<file path="config.mk">
export PLATFORM = sky130hd
export DESIGN_NAME = tx_queue_flat
export DESIGN_NICKNAME = d
export VERILOG_FILES = /design/src/rtl/tx_queue_pkg.sv /design/src/rtl/tx_queue_if.sv /design/src/rtl/tx_queue_mem.sv /design/src/rtl/tx_queue.sv /design/src/flat_wrapper.sv
export SDC_FILE = /design/constraint.sdc
export NUM_CORES = 1
export LEC_CHECK = 0
export CAP_MARGIN = 10
export CORE_UTILIZATION = 31
export CTS_CLUSTER_SIZE = 16
export DETAILED_ROUTE_END_ITERATION = 8
export PLACE_DENSITY_LB_ADDON = 0.2
export SLEW_MARGIN = 20
export SYNTH_ARGS = -nofsm -noshare
export SYNTH_HDL_FRONTEND = slang
export SYNTH_SLANG_ARGS = --single-unit
export TNS_END_PERCENT = 1
</file>
<file path="constraint.sdc">
create_clock -name clk -period 6.1 [get_ports clk]
set_input_delay 1.22 -clock clk [delete_from_list [all_inputs] [get_ports clk]]
set_output_delay 1.22 -clock clk [all_outputs]
set_load 0.01 [all_outputs]
</file>
<file path="src/rtl/tx_queue_pkg.sv">
// Shared definitions for the router output path: packet word type used by
// the router core, tx_queue and tx_handshake.
package tx_queue_pkg;

    localparam int DATA_W = 55;

    typedef logic [DATA_W-1:0] pkt_word_t;

    function automatic int cnt_width(input int depth);
        return $clog2(depth) + 1;
    endfunction

endpackage

</file>
<file path="src/rtl/tx_queue_if.sv">
// Push side (router core) and pop side (tx_handshake) of the TX queue.
// master = the environment around the queue, slave = the queue itself.
interface tx_queue_if
    import tx_queue_pkg::*;
#(
    parameter int DEPTH = 8
);
    localparam int CNT_W = cnt_width(DEPTH);

    logic             wr_en;
    pkt_word_t        wr_data;
    logic             full;
    logic             almost_full;
    logic [CNT_W-1:0] count;
    logic             flush;
    logic             ovf_err;
    logic             tx_ready;
    logic             rc_has_data;
    pkt_word_t        data_to_tx;

    modport master (
        output wr_en, wr_data, flush, tx_ready,
        input  full, almost_full, count, ovf_err, rc_has_data, data_to_tx
    );

    modport slave (
        input  wr_en, wr_data, flush, tx_ready,
        output full, almost_full, count, ovf_err, rc_has_data, data_to_tx
    );

endinterface

</file>
<file path="src/rtl/tx_queue_mem.sv">
// Queue storage: one synchronous write port, one asynchronous read port.
// Contents are deliberately not reset.
module tx_queue_mem
    import tx_queue_pkg::*;
#(
    parameter int DEPTH = 8
) (
    input  logic                     clk,
    input  logic                     i_we,
    input  logic [$clog2(DEPTH)-1:0] i_waddr,
    input  pkt_word_t                i_wdata,
    input  logic [$clog2(DEPTH)-1:0] i_raddr,
    output pkt_word_t                o_rdata
);

    pkt_word_t r_mem [DEPTH];

    always_ff @(posedge clk) begin
        if (i_we) begin
            r_mem[i_waddr] <= i_wdata;
        end
    end

    assign o_rdata = r_mem[i_raddr];

endmodule

</file>
<file path="src/rtl/tx_queue.sv">
// Show-ahead FIFO between the router core and tx_handshake. Head word is
// presented from the registered read pointer; flags decode the count register only.
module tx_queue
    import tx_queue_pkg::*;
#(
    parameter int DEPTH     = 8,
    parameter int AFULL_LVL = 6
) (
    input logic       clk,
    input logic       rst,
    tx_queue_if.slave bus
);

    localparam int PTR_W = $clog2(DEPTH);
    localparam int CNT_W = cnt_width(DEPTH);
    localparam logic [CNT_W-1:0] LP_DEPTH = CNT_W'(DEPTH);
    localparam logic [CNT_W-1:0] LP_AFULL = CNT_W'(AFULL_LVL);

    logic [PTR_W-1:0] r_wr_ptr;
    logic [PTR_W-1:0] r_rd_ptr;
    logic [CNT_W-1:0] r_count;
    logic             r_ovf_err;

    logic      w_full;
    logic      w_has_data;
    logic      w_pop;
    logic      w_push;
    logic      w_ovf;
    logic      w_we;
    pkt_word_t w_head;

    assign w_full     = (r_count == LP_DEPTH);
    assign w_has_data = (r_count != '0);
    assign w_pop      = bus.tx_ready && w_has_data;
    assign w_push     = bus.wr_en && (!w_full || w_pop);
    assign w_ovf      = bus.wr_en && w_full && !w_pop;
    // flush drops any word offered in the same cycle, so the memory write is gated too
    assign w_we       = w_push && !bus.flush && !rst;

    always_ff @(posedge clk) begin
        if (rst) begin
            r_wr_ptr  <= '0;
            r_rd_ptr  <= '0;
            r_count   <= '0;
            r_ovf_err <= 1'b0;
        end else if (bus.flush) begin
            r_wr_ptr <= '0;
            r_rd_ptr <= '0;
            r_count  <= '0;
        end else begin
            if (w_push) begin
                r_wr_ptr <= r_wr_ptr + PTR_W'(1);
            end
            if (w_pop) begin
                r_rd_ptr <= r_rd_ptr + PTR_W'(1);
            end
            case ({w_push, w_pop})
                2'b10:   r_count <= r_count + CNT_W'(1);
                2'b01:   r_count <= r_count - CNT_W'(1);
                default: r_count <= r_count;
            endcase
            if (w_ovf) begin
                r_ovf_err <= 1'b1;
            end
        end
    end

    tx_queue_mem #(
        .DEPTH (DEPTH)
    ) u_mem (
        .clk     (clk),
        .i_we    (w_we),
        .i_waddr (r_wr_ptr),
        .i_wdata (bus.wr_data),
        .i_raddr (r_rd_ptr),
        .o_rdata (w_head)
    );

    assign bus.full        = w_full;
    assign bus.almost_full = (r_count >= LP_AFULL);
    assign bus.count       = r_count;
    assign bus.ovf_err     = r_ovf_err;
    assign bus.rc_has_data = w_has_data;
    assign bus.data_to_tx  = w_has_data ? w_head : '0;

endmodule

</file>
<file path="src/flat_wrapper.sv">
// flat-port wrapper written by rule: the top's interface ports become plain ports
module tx_queue_flat import tx_queue_pkg::*;
#(
    parameter int DEPTH     = 8,
    parameter int AFULL_LVL = 6
)
  (clk, rst, bus_wr_en, bus_wr_data, bus_flush, bus_tx_ready, bus_full, bus_almost_full, bus_count, bus_ovf_err, bus_rc_has_data, bus_data_to_tx);
  tx_queue_if #(.DEPTH(DEPTH)) bus_i ();
  input logic clk;
  input logic rst;
  input wire logic [$bits(bus_i.wr_en)-1:0] bus_wr_en;
  input wire logic [$bits(bus_i.wr_data)-1:0] bus_wr_data;
  input wire logic [$bits(bus_i.flush)-1:0] bus_flush;
  input wire logic [$bits(bus_i.tx_ready)-1:0] bus_tx_ready;
  output wire logic [$bits(bus_i.full)-1:0] bus_full;
  output wire logic [$bits(bus_i.almost_full)-1:0] bus_almost_full;
  output wire logic [$bits(bus_i.count)-1:0] bus_count;
  output wire logic [$bits(bus_i.ovf_err)-1:0] bus_ovf_err;
  output wire logic [$bits(bus_i.rc_has_data)-1:0] bus_rc_has_data;
  output wire logic [$bits(bus_i.data_to_tx)-1:0] bus_data_to_tx;
  assign bus_i.wr_en = bus_wr_en;
  assign bus_i.wr_data = bus_wr_data;
  assign bus_i.flush = bus_flush;
  assign bus_i.tx_ready = bus_tx_ready;
  assign bus_full = bus_i.full;
  assign bus_almost_full = bus_i.almost_full;
  assign bus_count = bus_i.count;
  assign bus_ovf_err = bus_i.ovf_err;
  assign bus_rc_has_data = bus_i.rc_has_data;
  assign bus_data_to_tx = bus_i.data_to_tx;
  tx_queue #(.DEPTH(DEPTH), .AFULL_LVL(AFULL_LVL)) u_core (.clk(clk), .rst(rst), .bus(bus_i));
endmodule
</file>
==> impl_metrics.csv <==
group,metric,value,unit
yosys,ys_types,36,
sta,slew_headroom,30.08,%
cts,cts_tree,"yes",
power_and_ir_drop,clkPwrFrac,42.8,%
yosys,synth.avg_cell_area,22.28,sq um
floorplanning,fp-row-count,86,
grt,grt_max_degree,63,
floorplanning,io-pin-count,123,
sta,slew_viol_final,0,
power_and_ir_drop,peakVddDrop,223.5,uV
placement,gp_congestion,0.6934,
cts,cts_hold_buffers,0,
yosys,ys.flop_type,"edfxtp_1",
critical_path,crit_type,"reg -> out",
cts,cts_setup_buffers,0,
grt,grt_pass1_wl,55870,microns
sta,period_share,73.63,%
run_status,status,"finished clean",
cts,numCtsBuffers,48,
power_and_ir_drop,combPwrFrac,4.1,%
run,drv_cap,0,
yosys,synth_edf_count,440,
critical_path,critPathSlowestCell,"dfxtp_4",
power_and_ir_drop,power.density,307.7,nW/um^2
cells_and_area,nFillCells,5053,
floorplanning,start_util,31.46,%
hold_path,holdPathStages,2,
placement,pre_cts_ws,1.801,ns
cells_and_area,mostFrequentLayoutCell,"edfxtp_1",
sta,setup_viol,0,
cts,clkSinkCount,454,
critical_path,cp-start-kind,"flip-flop",
power_and_ir_drop,switching_share,19.88,%
grt,grt_pass1_vias,8774,
route,num_vias,7912,
grt,grt-ovfl-total,0,
power_and_ir_drop,p_sw,1.291,mW
critical_path,path_cells,"buf_12, mux4_2, mux2i_1, nor2_1, clkdlybuf4s50_1",
sta,hold_slack,0.4917,ns
cts,clk_pin_slew,0.06,ns
route,final_antenna_net_count,0,
placement,hpwl,20370,microns
cells_and_area,fin_nets,997,
yosys,syn_nets,846,
sta,final.setup.worst_slack,1.608,ns
floorplanning,die_h,238.9,microns
cts,cts_root_buf,"clkbuf_16",
power_and_ir_drop,p_int,5.202,mW
placement,dp_cells,1630,
yosys,synth_area,17400,sq um
power_and_ir_drop,p_leak,6.287,nW
sta,finalHoldViolations,0,
power_and_ir_drop,p_seq_share,53.1,%
yosys,synth-seq-cells,454,
route,remaining_drc_errors,0,
critical_path,reg2reg_depth,11,
cells_and_area,instances_no_fill,1718,
route,post_drt_wl_per_cell,21.40,microns
cells_and_area,drive_gt1_share,21.24,%
yosys,async_reset_ff_share,0,%
floorplanning,core_area,55310,sq um
cells_and_area,mostFrequentLayoutCells,"edfxtp_1, clkdlybuf4s50_1, mux4_2",
placement,io_buffers,122,
floorplanning,dieArea,57080,sq um
critical_path,crit_path_end_kind,"output port",
yosys,synthCells,781,
critical_path,rrSetupSlack,2.89,ns
floorplanning,fp.dieW,238.9,microns
sta,tns,0,ns
critical_path,cp.arrival,3.27,ns
yosys,ys_seq_area_share,77.54,%
critical_path,path_delay_family,"flip-flops",
route,firstDrtPassIters,4,
grt,antenna_found_initial,3,
route,drt_iter0_drc,556,
yosys,synth_warnings,0,
cts,cts_resized,0,
grt,grt_use_total,13.20,%
sta,worst_pin_slew,1.049,ns
sta,fmax,0.2226,GHz
sta,skew,0.01530,ns
cts,h-tree-depth,2,
critical_path,crit_path_max_incr_delay,1.01,ns
hold_path,hold_path_class,"reg -> reg",
route,viasPerCell,4.605,
cts,cts_buffer_depth,3,
critical_path,cp_num_buf_inv,2,
sta,period_needed,4.492,ns
critical_path,cp_num_cells,5,
route,wl,36760,microns
cts,clkLatencyLatePin,0.55,ns
cells_and_area,antennaDiodeCount,0,
critical_path,critPathRequiredTime,4.88,ns
sta,rsz0062_at_grt,"no",
cells_and_area,area_growth,21.26,%
critical_path,crit_fanout,62,
power groups by stage:
stage          clock (mW)  sequential, mW  combinational, mW
5_1_grt              2.98            3.45              0.293
3_5_place_dp            0            3.51              0.275
3_3_place_gp            0            3.51              0.271
4_1_cts              2.86            3.44              0.276
6_report             2.78            3.44              0.268
2_1_floorplan           0            3.51              0.113
cell type report:
type                       instances  area (sq um)  area share [%]
multi-input combinational        285          3744           17.74
sequential                       454         13500           64.00
inverter                           2         7.507         0.03558
clock buffer                      62          1275           6.043
clock inverter                    26         219.0           1.038
tap                              748         935.9           4.436
timing repair buffer             141          1414           6.701
flip-flops by register name, summed over array words and instances (netlist names), named ones only:
signal and count:
u_core.u_mem.r_mem 440, u_core.bus.count 4, u_core.r_rd_ptr 3, u_core.r_wr_ptr 3
u_core.bus.ovf_err 1
per-layer routing:
metal | share of wire, % | up-vias | track usage (%)
met5 | 0.076 | - | 0
met4 | 1.6 | 6 | 3.225
met3 | 5.1 | 48 | 2.852
met2 | 47 | 147 | 21.23
met1 | 46 | 4177 | 18.22
li1 | - | 3534 | -
stage by stage:
step	instance area (sq um)	power [mW]	util, %
2_1_floorplan	17410	3.622	-
3_3_place_gp	19610	3.781	35.45
3_5_place_dp	19610	3.785	35.45
4_1_cts	21100	6.580	38.15
5_1_grt	21100	6.721	38.15
6_report	21100	6.493	38.15
tightest hold or removal path: stages, from the launching register on:
cell     delay, ns
dfxtp_1       0.33
nor2_1        0.05
nor2_1        0.07
worst paths after layout:
path | end | startpoint
setup reg to reg | u_core.bus.count[2] | u_core.bus.count[0]
setup / recovery | bus_data_to_tx[54] | flip-flop
hold reg to reg | u_core.bus.ovf_err | u_core.bus.ovf_err
hold / removal | u_core.bus.ovf_err | u_core.bus.ovf_err
cells in the mapped netlist, drive strengths merged (2+ instances only):
| cell | instances | area share [%] |
|---|---|---|
| inv | 2 | 0.043 |
| a21oi | 3 | 0.086 |
| nor3 | 2 | 0.058 |
| ha | 5 | 0.36 |
| dfxtp | 14 | 1.6 |
| buf | 29 | 1.0 |
| clkbuf | 11 | 0.29 |
| nand2b | 4 | 0.14 |
| nor2 | 73 | 1.6 |
| mux4 | 110 | 14 |
| nand3 | 3 | 0.086 |
| mux2i | 57 | 3.3 |
| edfxtp | 440 | 76 |
| xor2 | 6 | 0.30 |
| o21ai | 4 | 0.18 |
| or3 | 2 | 0.079 |
| nand2 | 3 | 0.065 |
cells by family after synthesis:
family / count (synthesis) / synth area share, %
adders and majority gates: 5 / 0.3595
buffers and inverters: 42 / 1.345
and+or+nand+nor: 95 / 2.438
xor gates and xnor gates: 7 / 0.3523
DFF: 454 / 77.54
muxes: 167 / 17.52
AOI/OAI and AO/OA: 11 / 0.4459
(Power assumes the default switching activity.)
